<file path="src/rtl/uart_tx_arbiter_if.sv">
// Byte-source and uart_tx-side signals of the shared transmitter arbiter.
// master = sources plus uart_tx model, slave = the arbiter.
interface uart_tx_arbiter_if #(
  parameter int NUM_REQ = 2
);
  logic [8*NUM_REQ-1:0] req_data;
  logic [NUM_REQ-1:0]   req_valid;
  logic [NUM_REQ-1:0]   req_last;
  logic [NUM_REQ-1:0]   req_ack;
  logic [NUM_REQ-1:0]   grant;
  logic [7:0]           tx_data;
  logic                 tx_strobe;
  logic                 tx_ready;

  modport master (
    output req_data, req_valid, req_last, tx_ready,
    input  req_ack, grant, tx_data, tx_strobe
  );

  modport slave (
    input  req_data, req_valid, req_last, tx_ready,
    output req_ack, grant, tx_data, tx_strobe
  );
endinterface

</file>
<file path="src/rtl/uart_tx_arbiter.sv">
// Round-robin arbiter sharing one uart_tx between NUM_REQ byte sources, with a per-source
// packet lock so multi-byte messages are never interleaved.
module uart_tx_arbiter #(
  parameter int NUM_REQ      = 2,
  parameter int LOCK_TIMEOUT = 4096
) (
  input logic              mclk,
  input logic              reset,
  uart_tx_arbiter_if.slave bus
);
  localparam int IDX_W = (NUM_REQ > 1) ? $clog2(NUM_REQ) : 1;
  localparam int TMR_W = (LOCK_TIMEOUT > 2) ? $clog2(LOCK_TIMEOUT) : 1;

  localparam logic [1:0] ST_ARB    = 2'd0;
  localparam logic [1:0] ST_SEND   = 2'd1;
  localparam logic [1:0] ST_SETTLE = 2'd2;
  localparam logic [1:0] ST_WAIT   = 2'd3;

  logic [1:0]         state_q, state_d;
  logic [IDX_W-1:0]   ptr_q, ptr_d;
  logic [IDX_W-1:0]   owner_q, owner_d;
  logic               lock_q, lock_d;
  logic [TMR_W-1:0]   timer_q, timer_d;
  logic [NUM_REQ-1:0] grant_q, grant_d;
  logic [NUM_REQ-1:0] req_ack_q, req_ack_d;
  logic [7:0]         tx_data_q, tx_data_d;
  logic               tx_strobe_q, tx_strobe_d;

  logic [IDX_W:0]     rr_pick;
  logic               sel_valid;
  logic [IDX_W-1:0]   sel_idx;
  logic [NUM_REQ-1:0] sel_onehot;

  // Returns {found, index}: first valid index at or after ptr, wrapping.
  function automatic logic [IDX_W:0] pick_first(input logic [NUM_REQ-1:0] valid,
                                                input logic [IDX_W-1:0]   ptr);
    logic [IDX_W:0] res;
    res = '0;
    for (int k = NUM_REQ - 1; k >= 0; k--) begin
      int j;
      j = (int'(ptr) + k) % NUM_REQ;
      if (valid[j]) res = {1'b1, IDX_W'(j)};
    end
    return res;
  endfunction

  always_comb begin
    rr_pick   = pick_first(bus.req_valid, ptr_q);
    sel_valid = lock_q ? bus.req_valid[owner_q] : rr_pick[IDX_W];
    sel_idx   = lock_q ? owner_q : rr_pick[IDX_W-1:0];
    for (int k = 0; k < NUM_REQ; k++) begin
      sel_onehot[k] = (sel_idx == IDX_W'(k));
    end
  end

  always_comb begin
    state_d     = state_q;
    ptr_d       = ptr_q;
    owner_d     = owner_q;
    lock_d      = lock_q;
    timer_d     = timer_q;
    grant_d     = grant_q;
    tx_data_d   = tx_data_q;
    req_ack_d   = '0;
    tx_strobe_d = 1'b0;
    unique case (state_q)
      ST_ARB: begin
        if (bus.tx_ready && sel_valid) begin
          // Byte is captured here so the SEND cycle presents registered data.
          state_d     = ST_SEND;
          tx_strobe_d = 1'b1;
          tx_data_d   = bus.req_data[8*sel_idx +: 8];
          req_ack_d   = sel_onehot;
          grant_d     = sel_onehot;
          owner_d     = sel_idx;
          lock_d      = !bus.req_last[sel_idx];
          timer_d     = '0;
          ptr_d       = (sel_idx == IDX_W'(NUM_REQ - 1)) ? '0 : sel_idx + 1'b1;
        end else if (lock_q && !bus.req_valid[owner_q]) begin
          if (timer_q == TMR_W'(LOCK_TIMEOUT - 1)) begin
            lock_d  = 1'b0;
            grant_d = '0;
            timer_d = '0;
          end else begin
            timer_d = timer_q + 1'b1;
          end
        end
      end
      ST_SEND:   state_d = ST_SETTLE;
      // uart_tx needs a cycle to drop ready after a strobe.
      ST_SETTLE: state_d = ST_WAIT;
      ST_WAIT: begin
        if (bus.tx_ready) begin
          state_d = ST_ARB;
          if (!lock_q) grant_d = '0;
        end
      end
      default:   state_d = ST_ARB;
    endcase
  end

  always_ff @(posedge mclk) begin
    if (reset) begin
      state_q     <= ST_ARB;
      ptr_q       <= '0;
      owner_q     <= '0;
      lock_q      <= 1'b0;
      timer_q     <= '0;
      grant_q     <= '0;
      req_ack_q   <= '0;
      tx_data_q   <= '0;
      tx_strobe_q <= 1'b0;
    end else begin
      state_q     <= state_d;
      ptr_q       <= ptr_d;
      owner_q     <= owner_d;
      lock_q      <= lock_d;
      timer_q     <= timer_d;
      grant_q     <= grant_d;
      req_ack_q   <= req_ack_d;
      tx_data_q   <= tx_data_d;
      tx_strobe_q <= tx_strobe_d;
    end
  end

  assign bus.grant     = grant_q;
  assign bus.req_ack   = req_ack_q;
  assign bus.tx_data   = tx_data_q;
  assign bus.tx_strobe = tx_strobe_q;
endmodule

</file>
<file path="src/flat_wrapper.sv">
// flat-port wrapper written by rule: the top's interface ports become plain ports
module uart_tx_arbiter_flat 
#(
  parameter int NUM_REQ      = 2,
  parameter int LOCK_TIMEOUT = 4096
)
  (mclk, reset, bus_req_data, bus_req_valid, bus_req_last, bus_tx_ready, bus_req_ack, bus_grant, bus_tx_data, bus_tx_strobe);
  uart_tx_arbiter_if #(.NUM_REQ(NUM_REQ)) bus_i ();
  input logic mclk;
  input logic reset;
  input wire logic [$bits(bus_i.req_data)-1:0] bus_req_data;
  input wire logic [$bits(bus_i.req_valid)-1:0] bus_req_valid;
  input wire logic [$bits(bus_i.req_last)-1:0] bus_req_last;
  input wire logic [$bits(bus_i.tx_ready)-1:0] bus_tx_ready;
  output wire logic [$bits(bus_i.req_ack)-1:0] bus_req_ack;
  output wire logic [$bits(bus_i.grant)-1:0] bus_grant;
  output wire logic [$bits(bus_i.tx_data)-1:0] bus_tx_data;
  output wire logic [$bits(bus_i.tx_strobe)-1:0] bus_tx_strobe;
  assign bus_i.req_data = bus_req_data;
  assign bus_i.req_valid = bus_req_valid;
  assign bus_i.req_last = bus_req_last;
  assign bus_i.tx_ready = bus_tx_ready;
  assign bus_req_ack = bus_i.req_ack;
  assign bus_grant = bus_i.grant;
  assign bus_tx_data = bus_i.tx_data;
  assign bus_tx_strobe = bus_i.tx_strobe;
  uart_tx_arbiter #(.NUM_REQ(NUM_REQ), .LOCK_TIMEOUT(LOCK_TIMEOUT)) u_core (.mclk(mclk), .reset(reset), .bus(bus_i));
endmodule
</file>
<file path="config.mk">
export PLATFORM = sky130hd
export DESIGN_NAME = uart_tx_arbiter_flat
export DESIGN_NICKNAME = d
export VERILOG_FILES = /design/src/rtl/uart_tx_arbiter_if.sv /design/src/rtl/uart_tx_arbiter.sv /design/src/flat_wrapper.sv
export SDC_FILE = /design/constraint.sdc
export NUM_CORES = 1
export LEC_CHECK = 0
export ABC_CLOCK_PERIOD_IN_PS = 5590
export BUFFER_PORTS_ARGS = -buffer_cell sky130_fd_sc_hd__buf_2
export CAP_MARGIN = 15
export CORE_UTILIZATION = 45
export CTS_BUF_LIST = sky130_fd_sc_hd__clkbuf_16
export DETAILED_ROUTE_END_ITERATION = 8
export PLACE_DENSITY = 0.69
export SYNTH_ARGS = -nofsm -noshare
export SYNTH_HDL_FRONTEND = slang
export SYNTH_SLANG_ARGS = --single-unit
</file>
<file path="constraint.sdc">
create_clock -name mclk -period 5.59 [get_ports mclk]
set_clock_uncertainty 0.15 [all_clocks]
set_input_delay 0.2795 -clock mclk [delete_from_list [all_inputs] [get_ports mclk]]
set_output_delay 0.2795 -clock mclk [all_outputs]
set_load 0.05 [all_outputs]
</file>
After elaboration in Yosys (flattened, before gate mapping):

Index checks and enable logic that the tools add are counted.

* flip-flop bits (word level): 30
* output and inout bits: 13
* word-level logic and storage cells: 75
* input port bits: 23

* $lt $le $gt $ge: 4
* eq/ne operators: 9
* reductions and logical operators: 15
* mux-type cells: 30
* shift-type cells: 1
* $add $sub $neg: 3
* bitwise operators: 4

Operators by type and width (count)
* 12-bit 2-to-1 mux: 3
* 2-bit 2-to-1 mux: 9
* 1-bit 2-to-1 mux: 16
* 16-bit by 5-bit indexed part select with 8-bit output: 1
* 12-bit by 1-bit adder with 12-bit output (second input constant): 1
* 12-bit == test (second input constant): 1
* 2-bit one-hot mux with 4 select lines: 1
* 1-bit by 2-bit less-than comparator with 1-bit output (second input constant): 3
* 3-bit by 1-bit != test with 1-bit output (second input constant): 2
* 2-bit AND reduction: 3
* 2-bit nonzero test: 3
* 5-bit AND reduction: 1
* 2-bit == test (second input constant): 2
* 2-bit != test (second input constant): 2
* 2-bit one-hot mux with 2 select lines: 1
* 2-bit by 3-bit less-than comparator with 1-bit output (second input constant): 1
* 1-bit NOT: 3
* 3-bit AND reduction: 1
* 3-bit OR reduction: 1
* 1-bit adder (second input constant): 2
* 2-bit by 1-bit == test with 1-bit output (second input constant): 1
* 1-bit logical AND: 2
* 1-bit logical NOT: 2
* 2-bit logical NOT: 1
* 3 further kinds: 3

Logic depth before layout (Yosys ltp):

* word-level depth: 12
* gate-level depth with buffers: 8
* gate-level depth less buffers: 6

Worst setup path after synthesis:

OpenSTA, ideal clock, no wires.

* kind: flip-flop to flip-flop
* from: register u_core.state_q[0]
* to: register u_core.tx_data_q[2] (netlist: u_core.bus.tx_data[2])
* setup time: 0.122 ns
* arrival: 1.513 ns
* setup slack: 3.805 ns
* cell stages (with the launch flop): 8
* cells stage by stage: dfxtp_1 -> inv_1 -> ha_1 -> buf_2 -> o211ai_2 -> and2_1 -> buf_2 -> a221o_1

* word-level cells in the longest chain between the ends: 2

Ends and longest elaborated chain
* from (decl): RTL line uart_tx_arbiter.sv:19 `logic [1:0] state_q, state_d;`
* from (signal assigned): RTL line uart_tx_arbiter.sv:114 `state_q <= state_d;`
* 2-bit logical NOT: RTL line uart_tx_arbiter.sv:66 `unique case (state_q)`
* 2-bit AND reduction (no source line)
* to (signal assigned): RTL line uart_tx_arbiter.sv:121 `tx_data_q <= tx_data_d;`
* to (decl): RTL line uart_tx_arbiter.sv:26 `logic [7:0] tx_data_q, tx_data_d;`

Every way passes these cells.
A chain may end at the register's enable or synchronous reset.

Worst setup path after layout:

* from: register u_core.state_q[0]
* to: register u_core.timer_q[11]

* word-level cells in the longest chain between the ends: 2

Ends and longest elaborated chain
* 2-bit logical NOT: RTL line uart_tx_arbiter.sv:66
* 2-bit AND reduction (no source line)
* to (signal assigned): RTL line uart_tx_arbiter.sv:118 `timer_q <= timer_d;`
* to (decl): RTL line uart_tx_arbiter.sv:23 `logic [TMR_W-1:0] timer_q, timer_d;`

Every way passes these cells.

==> run summary <==
Post-synthesis async set-or-reset flop share: 0%
Arr. time, crit path: 2350 ps
Max_cap viols: 0
Layout cells sized above 1: 23.70%
Total number of H-tree levels: 2
Top Family by Delay on Critical Path: simple AND/OR/NAND/NOR gates
Fin. max-slew vios: 0
CTS tree: built
Initial antenna violation count: 0
Hold Path Class: in2reg
Post-Syn Area: 1553 µm²
Crit path buf inv count: 1
N_diodes: 0
Initial drt markers: 49
Worst Hold Path Cells: 2
DP HPWL: 2674 µm
Setup_tns: 0 ps
Maximum vdd ir drop: 198.2 µV
Final Hold Viols: 0
Die X: 60.74 µm
Most used DFF post-synth: dfxtp_1
CTS buffer count: 5
CTS resizes: 0
DRC viols: 0
Top-count cell post-synth: dfxtp_1
Die area: 3689 µm²
Worst path max stage delay: 580 ps
Most frequent cells after synthesis: dfxtp_1, nand2_1, a21oi_1
Routed wire length: 3557 µm
Worst skew pair latency: 270 ps
Netlist cell types: 45
Cell taking the most area after synthesis: dfxtp_1
Number of flops mapped to enable cells by yosys: 0
Critical Path Start Type: register
Max FO, Critical Path: 20
DR WL/cell: 13.95 µm
Min-delay src: bus_req_data[10]
GRT overflow: 0
Synth top area share: 38.68%
Outcome: finished clean
Post-synthesis sequential area ratio: 38.68%
Vias in the first global route: 1456
Vias per std cell: 5.776
Die height: 60.74 µm
Yosys reg bits: 30
Setup Crit Path Kind: reg2reg
R2R Setup Slk: 3290 ps
Hold buffers post-CTS: 0
Synth Warn #: 0
CTS sink count: 30
Worst slew pin tran: 716.8 ps
Global-route wire length before repair: 6410 µm
Post-CTS Setup Inserts: 0
# rows: 20
Tmin final: 2303 ps
Largest cells by area after synthesis: dfxtp_1, a21oi_1, nand2_1
R2r worst-path depth: 6
CTS Buffer Depth: 2
Drt first pass iters: 5
WP depth: 6
Worst-path clk slew: 50 ps
CP Cell Sequence: inv_1, ha_1, and2_1, a22oi_2, or4_1, a21oi_1
WP data required: 5630 ps
Area grow syn2layout: 23.21%
Syn avg cell area: 8.924 µm²
Synth Net Count: 202
Routed Antenna Nets: 0
Pwr Total: 0.8287 mW
Core ar.: 3153 µm²
GR Util All Layers: 23.74%
Reg2Reg Launch Point: u_core.state_q[0]
Io pins: 36
Maximum clock rate: 434.2 MHz
Layout Nets: 238
Relative slew margins: 52.21%
Setup crit start: u_core.state_q[0]
CP max-delay cell: or4_1
I/O Buffers: 35
Leak Pwr: 0.7782 nW
Post-Synthesis Cells: 174
Gp weighted congestion: 0.9027
Power per cell area: 433.2 nW/µm²
CP endpoint kind: register
Largest net degree at the start of global routing: 21
Final setup violation count: 0
CTS root buffer: clkbuf_16
Fin crit share: 41.20%
Unrepaired setup endpoints after global routing: false
Initial Util: 49.25%
Vias: 1473
worst paths after layout:
| kind | to |
|---|---|
| max reg2reg | u_core.timer_q[11] |
| max | u_core.timer_q[11] |
| min reg2reg | u_core.bus.tx_data[0] |
| min | u_core.bus.tx_data[2] |
registers in the layout, summed over array words and instances (netlist names):
| register | flops |
|---|---|
| u_core.bus.tx_data | 8 |
| u_core.lock_q | 1 |
| u_core.state_q | 2 |
| u_core.owner_q | 1 |
| u_core.bus.grant | 2 |
| u_core.bus.req_ack | 2 |
| u_core.bus.tx_strobe | 1 |
| u_core.timer_q | 12 |
| u_core.ptr_q | 1 |
stage by stage:
stage,instances,hold WS (ps),utilization (%),worst slack (ps),area (µm²)
2_1_floorplan,174,198.6,-,3805,1553
3_3_place_gp,247,291.9,55.44,3461,1748
3_5_place_dp,247,296.8,55.44,3324,1748
4_1_cts,255,75.01,60.67,3288,1913
5_1_grt,255,79.56,60.67,3085,1913
6_report,255,77.04,60.67,3287,1913
where the power goes:
group,leakage [nW],internal [mW],switching (mW)
combinational,0.451,0.0889,0.175
sequential,0.244,0.244,0.0218
clock,0.0836,0.208,0.0915
cells in the final DEF, fill, tap and decap left out, types with 2 or more instances in the layout:
cell	instances
buf_2	35
dfxtp_1	30
nand2_1	19
a21oi_1	15
o21ai_0	8
inv_1	7
and2_1	7
nand3_1	6
o31ai_1	5
ha_1	5
clkbuf_16	5
nor2_1	4
mux2i_1	4
nor4_1	4
or4_1	4
or3_1	4
and4_1	3
a21o_1	3
nor2b_1	3
a22oi_1	3
o2bb2ai_1	3
and3_1	3
a221o_1	3
nor3_2	2
o211ai_2	2
nor4b_1	2
a21boi_0	2
clkinv_2	2
kinds of logic (layout without fill, tap and decap cells):
family / count (synthesis) / in the layout / share of synthesized area [%]
AND/OR/NAND/NOR: 68 / 68 / 25.79
flip-flops: 30 / 30 / 38.68
buffers and inverters: 14 / 51 / 4.190
AO/OA/AOI/OAI: 50 / 50 / 22.56
multiplexers: 6 / 6 / 4.190
adder cells (fa/ha/maj): 5 / 5 / 4.029
XOR/XNOR: 1 / 1 / 0.5642
layer usage:
metal	up-vias	track usage [%]	routed length [µm]
li1	722	-	-
met1	709	27.07	1540
met2	36	41.29	1775
met3	6	7.676	188
met4	0	9.091	52
met5	-	0	0
cell type report:
| cell class | instances | area (µm²) |
|---|---|---|
| sequential | 30 | 600.6 |
| multi-input combinational | 130 | 887.1 |
| inverter | 8 | 30.03 |
| clock buffer | 5 | 125.1 |
| timing repair buffer | 35 | 175.2 |
| fill | 319 | 1240 |
| tap | 44 | 55.05 |
| clock inverter | 3 | 40.04 |
Power figures use the tool's default switching activity.
